==> config.mk <==
export PLATFORM = sky130hd
export DESIGN_NAME = debug_print_sequencer
export DESIGN_NICKNAME = d
export VERILOG_FILES = /design/src/rtl/debug_print_sequencer.sv
export SDC_FILE = /design/constraint.sdc
export NUM_CORES = 1
export LEC_CHECK = 0
export CAP_MARGIN = 0
export CORE_MARGIN = 8
export CORE_UTILIZATION = 22
export CTS_BUF_LIST = sky130_fd_sc_hd__clkbuf_4
export DETAILED_ROUTE_END_ITERATION = 12
export PLACE_DENSITY = 0.8
export SLEW_MARGIN = 20
export SYNTH_ARGS = -nofsm -noshare
export SYNTH_HDL_FRONTEND = slang
export SYNTH_SLANG_ARGS = --single-unit
==> constraint.sdc <==
create_clock -name i_clk -period 2.1 [get_ports i_clk]
set_clock_uncertainty 0.1 [all_clocks]
set_input_delay 0.42 -clock i_clk [delete_from_list [all_inputs] [get_ports i_clk]]
set_output_delay 0.42 -clock i_clk [all_outputs]
set_load 0.005 [all_outputs]
==> src/rtl/debug_print_sequencer.sv <==
// debug_print_sequencer
//   Shares one UART transmitter between the debugger's dump printers. On a
//   start request, each enabled printer is launched in index order, and the
//   block waits for each one to finish before it moves to the next. While a
//   printer runs, its write request and frame go straight to the UART
//   through a combinational path, and the UART write-done goes back to it.
//
//   Optional feature: define DEBUG_PRINT_SEQUENCER_END_FRAME_EN to send one
//   END_FRAME terminator over the UART after the last printer.
//
// Ports
//   i_clk, i_reset        clock, asynchronous active-high reset
//   i_start               dump request (sampled in IDLE only)
//   i_enable_mask         per-printer enable, latched with i_start
//   o_printer_start       one-cycle launch pulse per printer
//   i_printer_end         per-printer end level
//   i_printer_start_wr    per-printer UART write request
//   i_printer_data_wr     printer frames, printer k at [k*W +: W]
//   o_printer_wr_end      UART write-done routed to the active printer
//   o_uart_start_wr       UART write request
//   o_uart_data_wr        UART frame
//   i_uart_wr_end         UART write complete
//   o_active              current printer index (NUM_PRINTERS = past the end)
//   o_busy, o_end         dump in progress / dump complete (level)

// One lane per printer. The lane forwards its printer's traffic only when
// its printer is selected and the sequencer is in RUN.
module debug_print_lane #(
    parameter int DATA_OUT_BUS_SIZE = 56
) (
    input  logic                         sel,
    input  logic                         printer_start_wr,
    input  logic [DATA_OUT_BUS_SIZE-1:0] printer_data_wr,
    input  logic                         uart_wr_end,
    output logic                         uart_start_wr,
    output logic [DATA_OUT_BUS_SIZE-1:0] uart_data_wr,
    output logic                         printer_wr_end
);
    assign uart_start_wr  = sel & printer_start_wr;
    assign uart_data_wr   = sel ? printer_data_wr : '0;
    assign printer_wr_end = sel & uart_wr_end;
endmodule

module debug_print_sequencer #(
    parameter int DATA_OUT_BUS_SIZE = 56,
    parameter int NUM_PRINTERS      = 3
`ifdef DEBUG_PRINT_SEQUENCER_END_FRAME_EN
    ,
    parameter logic [DATA_OUT_BUS_SIZE-1:0] END_FRAME =
        {8'hFF, {(DATA_OUT_BUS_SIZE-8){1'b0}}}
`endif
) (
    input  logic                                   i_clk,
    input  logic                                   i_reset,
    input  logic                                   i_start,
    input  logic [NUM_PRINTERS-1:0]                i_enable_mask,
    output logic [NUM_PRINTERS-1:0]                o_printer_start,
    input  logic [NUM_PRINTERS-1:0]                i_printer_end,
    input  logic [NUM_PRINTERS-1:0]                i_printer_start_wr,
    input  logic [NUM_PRINTERS*DATA_OUT_BUS_SIZE-1:0] i_printer_data_wr,
    output logic [NUM_PRINTERS-1:0]                o_printer_wr_end,
    output logic                                   o_uart_start_wr,
    output logic [DATA_OUT_BUS_SIZE-1:0]           o_uart_data_wr,
    input  logic                                   i_uart_wr_end,
    output logic [$clog2(NUM_PRINTERS):0]          o_active,
    output logic                                   o_busy,
    output logic                                   o_end
);
    // One extra bit so that NUM_PRINTERS itself (the "past the last
    // printer" value) fits in the index.
    localparam int IDX_W = $clog2(NUM_PRINTERS) + 1;
    localparam logic [IDX_W-1:0] IDX_END = IDX_W'(NUM_PRINTERS);

    typedef enum logic [2:0] {
        S_IDLE,
        S_SELECT,
        S_ARM,
        S_RUN,
`ifdef DEBUG_PRINT_SEQUENCER_END_FRAME_EN
        S_FRAME,
        S_FRAME_WAIT,
`endif
        S_DONE
    } state_t;

    state_t                                       state;
    logic [IDX_W-1:0]                             idx;
    logic [NUM_PRINTERS-1:0]                      mask_q;
    logic [NUM_PRINTERS-1:0]                      sel_oh;
    logic [NUM_PRINTERS-1:0]                      run_sel;
    logic [NUM_PRINTERS-1:0]                      lane_start;
    logic [NUM_PRINTERS-1:0][DATA_OUT_BUS_SIZE-1:0] lane_data;
    logic                                         in_run;
    logic                                         cur_mask;
    logic                                         cur_end;

    assign in_run   = (state == S_RUN);
    assign o_active = idx;

    for (genvar k = 0; k < NUM_PRINTERS; k++) begin : g_lane
        // The decode is all zeros when idx == NUM_PRINTERS, so nothing is routed.
        assign sel_oh[k]  = (idx == IDX_W'(k));
        assign run_sel[k] = in_run & sel_oh[k];

        debug_print_lane #(
            .DATA_OUT_BUS_SIZE (DATA_OUT_BUS_SIZE)
        ) u_lane (
            .sel              (run_sel[k]),
            .printer_start_wr (i_printer_start_wr[k]),
            .printer_data_wr  (i_printer_data_wr[k*DATA_OUT_BUS_SIZE +: DATA_OUT_BUS_SIZE]),
            .uart_wr_end      (i_uart_wr_end),
            .uart_start_wr    (lane_start[k]),
            .uart_data_wr     (lane_data[k]),
            .printer_wr_end   (o_printer_wr_end[k])
        );
    end

    assign cur_mask = |(mask_q & sel_oh);
    assign cur_end  = |(i_printer_end & sel_oh);

    // The UART path is combinational, so the printer's handshake timing
    // reaches the UART unchanged. It is held at 0 outside RUN because every
    // lane is gated off.
    always_comb begin
        o_uart_start_wr = |lane_start;
        o_uart_data_wr  = '0;
        for (int k = 0; k < NUM_PRINTERS; k++)
            o_uart_data_wr = o_uart_data_wr | lane_data[k];
`ifdef DEBUG_PRINT_SEQUENCER_END_FRAME_EN
        if (state == S_FRAME) begin
            o_uart_start_wr = 1'b1;
            o_uart_data_wr  = END_FRAME;
        end else if (state == S_FRAME_WAIT) begin
            o_uart_start_wr = 1'b0;
            o_uart_data_wr  = END_FRAME;
        end
`endif
    end

    always_ff @(posedge i_clk or posedge i_reset) begin
        if (i_reset) begin
            state           <= S_IDLE;
            idx             <= '0;
            mask_q          <= '0;
            o_printer_start <= '0;
            o_busy          <= 1'b0;
            o_end           <= 1'b0;
        end else begin
            o_printer_start <= '0;
            case (state)
                S_IDLE: begin
                    if (i_start) begin
                        mask_q <= i_enable_mask;
                        idx    <= '0;
                        o_end  <= 1'b0;
                        o_busy <= 1'b1;
                        state  <= S_SELECT;
                    end
                end
                S_SELECT: begin
                    if (idx == IDX_END) begin
`ifdef DEBUG_PRINT_SEQUENCER_END_FRAME_EN
                        state  <= S_FRAME;
`else
                        o_end  <= 1'b1;
                        o_busy <= 1'b0;
                        state  <= S_DONE;
`endif
                    end else if (!cur_mask) begin
                        idx <= idx + IDX_W'(1);
                    end else begin
                        o_printer_start <= sel_oh;
                        state           <= S_ARM;
                    end
                end
                // ARM gives the printer one edge to drop its stale end level
                // before RUN starts looking at it.
                S_ARM: state <= S_RUN;
                S_RUN: begin
                    if (cur_end) begin
                        idx   <= idx + IDX_W'(1);
                        state <= S_SELECT;
                    end
                end
`ifdef DEBUG_PRINT_SEQUENCER_END_FRAME_EN
                S_FRAME: state <= S_FRAME_WAIT;
                S_FRAME_WAIT: begin
                    if (i_uart_wr_end) begin
                        o_end  <= 1'b1;
                        o_busy <= 1'b0;
                        state  <= S_DONE;
                    end
                end
`endif
                S_DONE:  state <= S_IDLE;
                default: state <= S_IDLE;
            endcase
        end
    end
endmodule

Word level (Yosys, flattened, before mapping):

Cells that the tools add are included.
Widths: inputs -> output; s select.

* bits in registers: 14
* input port bits: 181
* output and inout bits: 68
* word-level logic and storage cells: 65

* multiplexer cells: 22
* bitwise logic cells: 13
* eq/ne operators: 12
* reductions and logical operators: 11
* add/subtract/negate cells: 1

Operators with widths (count)
* $mux 56: 3
* $or 56x56->56: 2
* $mux 3: 11
* $eq 3x2->1 const B: 4
* $pmux 3 s4: 1
* $and 1x1->1: 9
* $pmux 3 s3: 1
* $reduce_or 3->1: 3
* $ne 2x2->1 const B: 4
* $and 3x3->3: 2
* $eq 3x1->1 const B: 2
* $logic_not 3->1: 2
* $reduce_and 3->1: 2
* $reduce_and 5->1: 1
* $mux 1: 4
* $pmux 1 s2: 2
* $add 3x1->3 const B: 1
* $ne 3x3->1 const B: 1
* $reduce_bool 3->1: 1
* $ne 2x1->1 const B: 1
* $reduce_and 2->1: 1
* $reduce_bool 2->1: 1

Longest topological paths before layout:

* word-level depth: 6
* mapped depth: 7
* depth with buffers taken out: 6

Modules after synthesis:

From an unflattened synthesis, not the netlist that was laid out.

* cell total of the unflattened synthesis: 314
* area, all modules: 2399.8 sq um

Modules (own cells, without submodules)
* debug_print_lane: cells each 64, area an instance 437.9 sq um, instances 3
* debug_print_sequencer: cells each 122, area an instance 1086.0 sq um, instances 1

Worst setup path after synthesis:

No wires, ideal clock.

* path kind: register -> register
* start: register idx[0], in the netlist o_active[0]
* end: register idx[0], in the netlist o_active[0]
* buffers on the path: 0
* stages on the path, launching flop included: 7
* clock period less this slack: 2.119 ns
* data arrival time: 1.894 ns
* setup slack: -0.019 ns
* cell sequence: dfrtp_1 -> inv_1 -> ha_1 -> a222oi_1 -> nand2_1 -> a221o_1 -> mux2_4

* cells in the longest elaborated chain, start to end: 5
* elaborated cells between the ends (all ways): 17
* those cells by class: add/sub (1); eq/ne (6); mux (4); bitwise (2); reduce/logical (4)

Ends and longest elaborated chain
* start: declaration: line 87 `logic [IDX_W-1:0] idx;`
* start signal: assignment: line 170 `idx <= idx + IDX_W'(1);`
* start signal: assignment: line 181 `idx <= idx + IDX_W'(1);`
* parallel branches: the longest is 5 deep, another holds $add 3x1->3

Several ways; the timed one is not identified. The select of a mux whose other input is x is not followed.
A chain may end at the register's enable or synchronous reset.

Worst setup path in the final report:

* start: register state[1]
* end: output o_uart_data_wr[3]

* cells in the longest elaborated chain, start to end: 5
* elaborated cells between the ends (all ways): 9
* those cells by class: eq/ne (1); mux (3); bitwise (5)

Ends and longest elaborated chain
* start: declaration: line 86 `state_t state;`
* start signal: assignment: line 142 `state <= S_IDLE;`
* start signal: assignment: line 157 `state <= S_SELECT;`
* start signal: assignment: line 167 `state <= S_DONE;`
* $eq 3x2->1 *: line 97 `assign in_run = (state == S_RUN);`
* $and 1x1->1: line 103 `assign run_sel[k] = in_run & sel_oh[k];`
* $mux 56: line 40 `assign uart_data_wr = sel ? printer_data_wr : '0;`
* $or 56x56->56: line 128 `o_uart_data_wr = o_uart_data_wr | lane_data[k];`
* $or 56x56->56 *: line 128
* end: declaration: line 63 `output logic [DATA_OUT_BUS_SIZE-1:0] o_uart_data_wr,`

Every way passes the cells marked *; elsewhere a longest branch is shown, timed or not.

==> results.toml <==
[layout]
fin_cells = 597
drive_above_1_share = 0.289
final_util = 0.603
mostFrequentLayoutCells = "187 x clkdlybuf4s50_1, 62 x inv_1, 59 x a222oi_1"
fill_cells = 699
nNetsFinal = 682
final_common_cell = "clkdlybuf4s50_1"
diodes = 0
area_delta_synth_final_pct = 171

[clocking]
cts_tree = "yes"
cts_hold_buf = 0
clkLatencyLatePin_ps = 280
cts-root-buf = "clkbuf_4"
cts_num_sinks = 14
cts_buffers = 3
clockBufferDepth = 2
cts.reportedPaths.clkPinSlew_ps = 90
h-tree-depth = 1

[floorplanning]
pin_count = 249
die_y_um = 103
core_mm2 = 0.00757
dieArea_mm2 = 0.0107
start_util = 0.222
fp-row-count = 32
die_w_um = 103

[sta]
setup_viol = 62
worstMarginPinSlew_ps = 551
post-route-period-util = 1.19
slew_viol_final = 0
clock.fmax_mhz = 400
final.setup.worst_slack_ps = -403
period_needed_ps = 2500
rsz0062_at_grt = "yes"
tns_ps = -19150
slew_headroom = 0.632
hold_viol = 0

[synthesis]
yosysSeqAreaShare = 0.208
ys_seq_elements = 14
yosys.cell_types.count = 29
synth_area_per_cell_um2 = 8.17
netlist_instances = 206
yosys_warnings = 0
synth_area_mm2 = 0.00168
syn_nets = 392

[routing]
drt_iter0_drc = 315
viasPerCell = 5.12
vias = 3054
wl_per_cell_um = 22.8
first_pass_iters = 7
drcViolationCount = 0
ant_nets = 0
totalWireLength_mm = 13.6

[place]
gp_congestion = 0.885
preCtsSetupSlack_ps = -579
io_buffers = 248
dpl.hpwl_mm = 9.21
dp_cells = 550

[global_route]
grt_pass1_vias = 3171
antenna_found_initial = 0
grt_max_degree = 16
grt_use_total = 0.232
grt_pass1_wl_mm = 18.7
grt-ovfl-total = 0

[setup_path]
crit_path_start_kind = "flip-flop"
cp_max_fo = 8
crit_arrival_ps = 1980
critPathKind = "reg -> out"
worstPathRequired_ps = 1580
cp-end-kind = "output pin"

[power]
power-per-cell-area_mw_per_mm2 = 1010
worst_ir_drop_vdd_mv = 0.622
power_mw = 4.63
p_leak_nw = 2.41

[hold_path]
min_path_type = "in -> async"

[outcome]
outcome = "complete, but fails checks"
violations = "setup timing"

[flow_run]
maxCapViolCount = 0
[critical path: stages, from the launching register on]
cell and delay, ps:
dfrtp_1 390, and4bb_4 220, buf_6 110, and2_4 180, buf_6 140, buf_16 140, a222oi_1 280, inv_1 90
buf_2 150
[sequential cells by signal, indices dropped and copies added (netlist names)]
name / cells
o_busy: 1
mask_q: 3
o_active: 3
state: 3
o_end: 1
o_printer_start: 3
[layout make-up]
cell class | count | area (µm²) | area share
Multi-Input combinational cell | 112 | 1090 | 0.239
Timing Repair Buffer | 301 | 2730 | 0.598
Sequential cell | 14 | 350 | 0.0768
Tap cell | 102 | 128 | 0.0280
Inverter | 64 | 240 | 0.0526
Clock buffer | 3 | 22.5 | 0.00493
Clock inverter | 1 | 3.75 | 0.000822
[synth_stat cells]
master	number	area (µm²)
ha_1	5	62.6
a22oi_1	1	7.51
and3_1	3	18.8
and4bb_4	1	16.3
a221o_1	1	10.0
a222oi_1	59	591
buf_4	4	30.0
mux2_4	2	30.0
a31o_2	1	8.76
and2_1	4	25.0
mux2_2	3	33.8
inv_1	64	240
clkbuf_1	6	22.5
dfrtp_1	14	350
nand3b_1	1	7.51
mux2i_1	1	10.0
nor3_1	1	5.00
nor2_1	7	26.3
nand2b_1	2	12.5
nand2_1	2	7.51
nor3b_1	2	15.0
a21oi_1	2	10.0
nor4_1	2	12.5
buf_2	9	45.0
o21bai_1	1	7.51
buf_6	4	45.0
and2_4	2	17.5
or3_1	1	6.26
nor4b_1	1	8.76
[timing repair]
| action | in CTS | in global routing |
|---|---|---|
| setup endpoints to repair | 63 | 67 |
| gates resized for setup | 264 | 18 |
| cloned | 11 | 0 |
| pin swaps | 66 | 48 |
| setup buffers | 27 | 11 |
[metal layers]
layer	vias to the layer above	track usage	wire (µm)
li1	1397	-	-
met1	1465	0.266	5100
met2	181	0.409	6910
met3	11	0.0750	1510
met4	0	0.0456	114
met5	-	0	0
[path summary, 6_finish.rpt]
path / depth (start not counted) / endpoint / start / slack (ps)
worst max-delay path: 8 / o_uart_data_wr[3] / state[1]$_DFFE_PP0P_ / -400
worst min-delay path: 2 / o_printer_start[2]$_DFF_PP0_ / i_reset / 370
worst max register to register: 9 / o_active[0]$_DFFE_PP0P_ / o_active[1]$_DFFE_PP0P_ / -230
worst min register to register: 1 / mask_q[1]$_DFFE_PP0P_ / mask_q[1]$_DFFE_PP0P_ / 410
max in group asynchronous: 2 / o_active[1]$_DFFE_PP0P_ / i_reset / 1160
min in group i_clk: 1 / mask_q[1]$_DFFE_PP0P_ / mask_q[1]$_DFFE_PP0P_ / 410
[per-stage QoR]
| step | area (µm²) | hold WS (ps) |
|---|---|---|
| floorplan | 1690 | 209 |
| global placement | 4310 | 392 |
| detailed placement | 4310 | 397 |
| CTS | 4500 | 382 |
| global route | 4560 | 428 |
| finish | 4560 | 370 |
[power by group]
group | total [mW] | leakage, nW | switching, mW | internal (mW)
Clock | 0.159 | 0.0154 | 0.0896 | 0.0691
Combinational | 4.04 | 2.22 | 1.79 | 2.25
Sequential | 0.438 | 0.174 | 0.0612 | 0.377
[kinds of logic (layout without fill, tap and decap cells)]
group                      count (synthesis)  in the layout  synth area share
muxes                                      6              6            0.0439
AOI/OAI and AO/OA                         65             65             0.377
DFF                                       14             14             0.208
and+or+nand+nor                           29             36             0.106
adders and majority gates                  5              5            0.0372
buffers and inverters                     87            369             0.228
Power figures use the tool's default switching activity.
